===== src/rtl/mc_ctrl_fsm.sv =====
// Multicycle MIPS control unit: one Moore FSM sequencing fetch/decode/execute/memory/writeback.
// Define MC_MULTU_EN to include the MULTU state, latency counter and HI/LO writeback controls.
module mc_ctrl_fsm #(
  parameter int MULT_CYCLES = 4
) (
  input  logic       clk,
  input  logic       rst,
  input  logic [5:0] opcode,
  input  logic [5:0] funct,
  input  logic       mem_ready,
  output logic       pc_we,
  output logic       branch,
  output logic       ir_we,
  output logic       iord,
  output logic       we_dm,
  output logic       dm2reg,
  output logic       we_reg,
  output logic [1:0] reg_dst,
  output logic       link_en,
  output logic       alu_src_a,
  output logic [1:0] alu_src_b,
  output logic [2:0] alu_ctrl,
  output logic       shift_en,
  output logic       shift_dir,
  output logic [1:0] pc_src,
  output logic       hilo_we,
  output logic       mf_en,
  output logic       hilo_sel,
  output logic       busy,
  output logic       illegal
);

  localparam logic [5:0] OP_RTYPE = 6'b000000;
  localparam logic [5:0] OP_LW    = 6'b100011;
  localparam logic [5:0] OP_SW    = 6'b101011;
  localparam logic [5:0] OP_ADDI  = 6'b001000;
  localparam logic [5:0] OP_BEQ   = 6'b000100;
  localparam logic [5:0] OP_J     = 6'b000010;
  localparam logic [5:0] OP_JAL   = 6'b000011;

  localparam logic [5:0] F_ADD   = 6'b100000;
  localparam logic [5:0] F_SUB   = 6'b100010;
  localparam logic [5:0] F_AND   = 6'b100100;
  localparam logic [5:0] F_OR    = 6'b100101;
  localparam logic [5:0] F_SLT   = 6'b101010;
  localparam logic [5:0] F_SLL   = 6'b000000;
  localparam logic [5:0] F_SRL   = 6'b000010;
  localparam logic [5:0] F_JR    = 6'b001000;
`ifdef MC_MULTU_EN
  localparam logic [5:0] F_MULTU = 6'b011001;
  localparam logic [5:0] F_MFHI  = 6'b010000;
  localparam logic [5:0] F_MFLO  = 6'b010010;
`endif

  localparam logic [2:0] ALU_ADD = 3'b010;
  localparam logic [2:0] ALU_SUB = 3'b110;
  localparam logic [2:0] ALU_AND = 3'b000;
  localparam logic [2:0] ALU_OR  = 3'b001;
  localparam logic [2:0] ALU_SLT = 3'b111;

  typedef enum logic [3:0] {
    S_FETCH, S_DECODE, S_MEMADR, S_MEMRD, S_MEMWB, S_MEMWR,
    S_RTEXE, S_RTWB, S_ADDIEXE, S_ADDIWB, S_BEQ, S_JUMP, S_JAL, S_JR,
    S_ILLEGAL
`ifdef MC_MULTU_EN
    , S_MULT
`endif
  } state_t;

  state_t state, next_state;

  logic       rt_legal, rt_shift, rt_dir, rt_mf, rt_mfhi;
  logic [2:0] rt_alu;

  always_comb begin
    rt_legal = 1'b1;
    rt_alu   = ALU_AND;
    rt_shift = 1'b0;
    rt_dir   = 1'b0;
    rt_mf    = 1'b0;
    rt_mfhi  = 1'b0;
    case (funct)
      F_ADD: rt_alu = ALU_ADD;
      F_SUB: rt_alu = ALU_SUB;
      F_AND: rt_alu = ALU_AND;
      F_OR:  rt_alu = ALU_OR;
      F_SLT: rt_alu = ALU_SLT;
      F_SLL: begin rt_shift = 1'b1; rt_dir = 1'b1; end
      F_SRL: rt_shift = 1'b1;
`ifdef MC_MULTU_EN
      F_MFHI: begin rt_mf = 1'b1; rt_mfhi = 1'b1; end
      F_MFLO: rt_mf = 1'b1;
`endif
      default: rt_legal = 1'b0;
    endcase
  end

`ifdef MC_MULTU_EN
  logic [3:0] mult_cnt;

  // Counter is loaded on the DECODE->MULT transition so the first MULT cycle sees MULT_CYCLES-1
  always_ff @(posedge clk or posedge rst) begin
    if (rst)
      mult_cnt <= 4'd0;
    else if (state == S_DECODE && next_state == S_MULT)
      mult_cnt <= 4'(MULT_CYCLES - 1);
    else if (state == S_MULT && mult_cnt != 4'd0)
      mult_cnt <= mult_cnt - 4'd1;
  end
`endif

  always_ff @(posedge clk or posedge rst) begin
    if (rst) state <= S_FETCH;
    else     state <= next_state;
  end

  // Outputs stay at their zero defaults while rst is high, whatever the state or mem_ready
  always_comb begin
    next_state = state;
    pc_we = 1'b0; branch = 1'b0; ir_we = 1'b0; iord = 1'b0;
    we_dm = 1'b0; dm2reg = 1'b0; we_reg = 1'b0; reg_dst = 2'b00;
    link_en = 1'b0; alu_src_a = 1'b0; alu_src_b = 2'b00; alu_ctrl = 3'b000;
    shift_en = 1'b0; shift_dir = 1'b0; pc_src = 2'b00; hilo_we = 1'b0;
    mf_en = 1'b0; hilo_sel = 1'b0; busy = 1'b0; illegal = 1'b0;
    if (!rst) begin
      case (state)
        S_FETCH: begin
          alu_src_b = 2'b01; alu_ctrl = ALU_ADD;
          ir_we = mem_ready; pc_we = mem_ready;
          if (mem_ready) next_state = S_DECODE;
        end
        S_DECODE: begin
          alu_src_b = 2'b11; alu_ctrl = ALU_ADD;
          case (opcode)
            OP_LW, OP_SW: next_state = S_MEMADR;
            OP_RTYPE: begin
              if (funct == F_JR) next_state = S_JR;
`ifdef MC_MULTU_EN
              else if (funct == F_MULTU) next_state = S_MULT;
`endif
              else next_state = S_RTEXE;
            end
            OP_ADDI: next_state = S_ADDIEXE;
            OP_BEQ:  next_state = S_BEQ;
            OP_J:    next_state = S_JUMP;
            OP_JAL:  next_state = S_JAL;
            default: next_state = S_ILLEGAL;
          endcase
        end
        S_MEMADR: begin
          alu_src_a = 1'b1; alu_src_b = 2'b10; alu_ctrl = ALU_ADD;
          next_state = (opcode == OP_SW) ? S_MEMWR : S_MEMRD;
        end
        S_MEMRD: begin
          iord = 1'b1;
          if (mem_ready) next_state = S_MEMWB;
        end
        S_MEMWB: begin
          dm2reg = 1'b1; we_reg = 1'b1; next_state = S_FETCH;
        end
        S_MEMWR: begin
          iord = 1'b1; we_dm = 1'b1;
          if (mem_ready) next_state = S_FETCH;
        end
        S_RTEXE: begin
          alu_src_a = 1'b1; alu_ctrl = rt_alu;
          shift_en = rt_shift; shift_dir = rt_dir;
          next_state = rt_legal ? S_RTWB : S_ILLEGAL;
        end
        S_RTWB: begin
          reg_dst = 2'b01; we_reg = 1'b1;
          mf_en = rt_mf; hilo_sel = rt_mfhi;
          next_state = S_FETCH;
        end
        S_ADDIEXE: begin
          alu_src_a = 1'b1; alu_src_b = 2'b10; alu_ctrl = ALU_ADD;
          next_state = S_ADDIWB;
        end
        S_ADDIWB: begin
          we_reg = 1'b1; next_state = S_FETCH;
        end
        S_BEQ: begin
          alu_src_a = 1'b1; alu_ctrl = ALU_SUB; branch = 1'b1; pc_src = 2'b01;
          next_state = S_FETCH;
        end
        S_JUMP: begin
          pc_src = 2'b10; pc_we = 1'b1; next_state = S_FETCH;
        end
        S_JAL: begin
          pc_src = 2'b10; pc_we = 1'b1; we_reg = 1'b1; reg_dst = 2'b10; link_en = 1'b1;
          next_state = S_FETCH;
        end
        S_JR: begin
          pc_src = 2'b11; pc_we = 1'b1; next_state = S_FETCH;
        end
`ifdef MC_MULTU_EN
        S_MULT: begin
          busy = 1'b1;
          if (mult_cnt == 4'd0) begin
            hilo_we = 1'b1; next_state = S_FETCH;
          end
        end
`endif
        S_ILLEGAL: illegal = 1'b1;
        default: next_state = S_FETCH;
      endcase
    end
  end

endmodule


===== config.mk =====
export PLATFORM = sky130hd
export DESIGN_NAME = mc_ctrl_fsm
export DESIGN_NICKNAME = d
export VERILOG_FILES = /design/src/rtl/mc_ctrl_fsm.sv
export SDC_FILE = /design/constraint.sdc
export NUM_CORES = 1
export LEC_CHECK = 0
export ABC_AREA = 1
export BUFFER_PORTS_ARGS = -buffer_cell sky130_fd_sc_hd__buf_2
export CORE_MARGIN = 5
export CORE_UTILIZATION = 46
export DETAILED_ROUTE_END_ITERATION = 16
export HOLD_SLACK_MARGIN = 0.12
export MAX_ROUTING_LAYER = met4
export PLACE_DENSITY = 0.91
export SYNTH_ARGS = -nofsm -noshare
export SYNTH_HDL_FRONTEND = slang
export SYNTH_SLANG_ARGS = --single-unit
export TNS_END_PERCENT = 30

===== constraint.sdc =====
create_clock -name clk -period 1.5 [get_ports clk]
set_input_delay 0.225 -clock clk [delete_from_list [all_inputs] [get_ports clk]]
set_output_delay 0.225 -clock clk [all_outputs]
set_load 0.01 [all_outputs]

==> results.sh <==
export IMPL_drt_met1_wl_mm=1.162
export IMPL_fillers=138
export IMPL_biggestRegsByFlops="state x4"
export IMPL_h_tree_depth=1
export IMPL_ctsLongestPathBuffers=2
export IMPL_mostFrequentLayoutCell="nand2_1"
export IMPL_slowest_stage="dfrtp_2"
export IMPL_final_cell_mix="nand2_1, nor2_1, buf_2, inv_1, buf_4"
export IMPL_place_inst=232
export IMPL_drc_errors=0
export IMPL_ys_warn_count=0
export IMPL_drt_first_pass_iters=4
export IMPL_hold_path_class="in -> reg"
export IMPL_final_cells=247
export IMPL_ir_drop_uv=851.8
export IMPL_outcome="finished with violations"
export IMPL_synthCells=170
export IMPL_synth_cell_type_count=24
export IMPL_num_vias=1241
export IMPL_crit_family="simple AND/OR/NAND/NOR gates"
export IMPL_startpoint_type="register"
export IMPL_drt_iter0_drc=52
export IMPL_antenna_left=0
export IMPL_hpwl_mm=1.844
export IMPL_port_buffers=35
export IMPL_grt_usage_pct=17.64
export IMPL_synth_area_leaders="nand2_1, nor2_1, dfrtp_1, inv_1, nand3_1"
export IMPL_largest_reg_flops=4
export IMPL_overflow=0
export IMPL_cts_root_buffer="clkbuf_4"
export IMPL_fin_util_pct=72.83
export IMPL_hold_violations=0
export IMPL_syn2layout_area_growth_pct=51.58
export IMPL_critPathBufInv=2
export IMPL_rsz0062_at_grt="yes"
export IMPL_worstSkewPairLatency_ns=0.23
export IMPL_period_share_pct=119.1
export IMPL_wl_per_cell_um=11.68
export IMPL_dp_slack_ns=-0.03185
export IMPL_cts_buffers=3
export IMPL_fin_skew_ns=0.003398
export IMPL_worstPathRequired_ns=1.27
export IMPL_start_util_pct=48.04
export IMPL_via_per_inst=5.024
export IMPL_max_freq_mhz=559.9
export IMPL_avgSynthCellArea_sq_um=4.880
export IMPL_power_mw=1.744
export IMPL_slew_violations=0
export IMPL_crit_chain="inv_4, nor2_4, nand2_2, nand2_2, or2_4, o21ai_2, nand3_1, buf_2"
export IMPL_layout_setup_ws_ns=-0.2861
export IMPL_grt_pass1_vias=945
export IMPL_violations="negative setup slack"
export IMPL_ys_seq_elements=4
export IMPL_maxCapViolations=0
export IMPL_largest_register="state"
export IMPL_wl_met2_mm=1.370
export IMPL_final_nets=239
export IMPL_highest_layer="met4"
export IMPL_seq_area_frac_synth_pct=12.07
export IMPL_antenna_found_initial=0
export IMPL_crit_top_cell="nand2_2"
export IMPL_cts_sinks=4
export IMPL_leakagePower_nw=0.7208
export IMPL_yosys_area_top_type="nand2_1"
export IMPL_wl_met3_um=265
export IMPL_routed_wl_mm=2.886
export IMPL_grt_max_degree=10
export IMPL_rows=15
export IMPL_cp_max_fo=5
export IMPL_path_clk_slew_ns=0.03
export IMPL_antennaDiodeCount=0
export IMPL_grt_pass1_wl_mm=3.719
export IMPL_crit_type="reg -> out"
export IMPL_end_kind="primary output"
export IMPL_core_area_sq_um=1727
export IMPL_die_area_sq_um=2753
export IMPL_fin_crit_ns=1.786
export IMPL_dieWidth_um=52.47
export IMPL_ios=40
export IMPL_gp_congestion=0.9096
export IMPL_setup_viol=17
export IMPL_yosysTopAreaCellShare_pct=21.72
export IMPL_arrival_ns=1.56
export IMPL_syn_area_sq_um=829.5
export IMPL_hold_slack_ns=0.4528
export IMPL_dieHeight_um=52.47
export IMPL_slowest_delay_ns=0.44
export IMPL_tritoncts="built"
export IMPL_power_density_nw_per_um2=1387
export IMPL_drive_gt1_share_pct=39.19
==> cells by family after synthesis <==
kind of cell,synth area share [%]
buffers and inverters,17.19
DFF,12.07
and+or+nand+nor,61.84
other,0.4521
AOI/OAI and AO/OA,8.446
==> through the flow <==
| stage | setup TNS [ns] | instance area, sq um |
|---|---|---|
| after floorplan | 0 | 840.8 |
| after global placement | 0 | 1044 |
| after detailed placement | -0.04864 | 1044 |
| after CTS | -1.484 | 1135 |
| after global routing | -3.676 | 1257 |
| final | -1.922 | 1257 |
==> layout make-up <==
class | count | area, sq um | share of cell area [%]
multi-input cells | 135 | 683.2 | 54.33
clock buffers | 3 | 22.52 | 1.791
repair buffers | 51 | 305.3 | 24.28
well taps | 25 | 31.28 | 2.488
inverters | 29 | 111.4 | 8.856
flip-flops and latches | 4 | 103.9 | 8.259
==> where the power goes <==
| part | switching (mW) | internal [mW] |
|---|---|---|
| Sequential | 0.0876 | 0.164 |
| Combinational | 0.791 | 0.575 |
| Clock | 0.0376 | 0.0890 |
| Total | 0.916 | 0.828 |
==> worst reg2reg max path, cell delays in order, from the launching register on <==
cell     delay [ns]
dfrtp_2        0.43
buf_4          0.16
nand2_2        0.09
nor2_1         0.06
nor2_2         0.13
nand2_1        0.07
nand2_1        0.07
nand2_2        0.08
nor2_4         0.13
inv_2          0.06
nand2_1        0.05
nand2_1        0.05
==> path summary, 6_finish.rpt <==
path | cells after the start | slack [ns] | start | to
max in group asynchronous | 4 | 0.59 | rst | state[1]
min | 6 | 0.45 | mem_ready | state[0]
min reg2reg | 2 | 0.50 | state[3] | state[3]
max reg2reg | 11 | 0.02 | state[2] | state[1]
min in group asynchronous | 4 | 0.73 | rst | state[3]
max | 8 | -0.29 | state[1] | alu_ctrl[1]
==> synth_stat cells (all sizes together) <==
cell type and n:
nor3 7, nand4 2, o21ai 5, inv 29, a31oi 1, a21oi 3
a2111oi 1, conb 1, nand2 51, nor2 45, nand3 11, nor4 1
buf 5, o31ai 2, or2 1, nand3b 1, dfrtp 4
==> repair_timing <==
| item | 4_1_cts | 5_1_grt |
|---|---|---|
| hold buffers | 1 | 0 |
| buffers inserted | 5 | 6 |
| gates resized for setup | 8 | 19 |
| hold endpoints to repair | 4 | 0 |
| setup endpoints to repair | 14 | 25 |
| pin swaps | 5 | 5 |
==> metal layers <==
| metal | vias up | global-route usage (%) |
|---|---|---|
| li1 | 622 | - |
| met1 | 536 | 21.88 |
| met2 | 71 | 30.17 |
| met3 | 12 | 1.140 |
| met4 | 0 | 5.957 |
| met5 | - | - |
(Power assumes the default switching activity.)
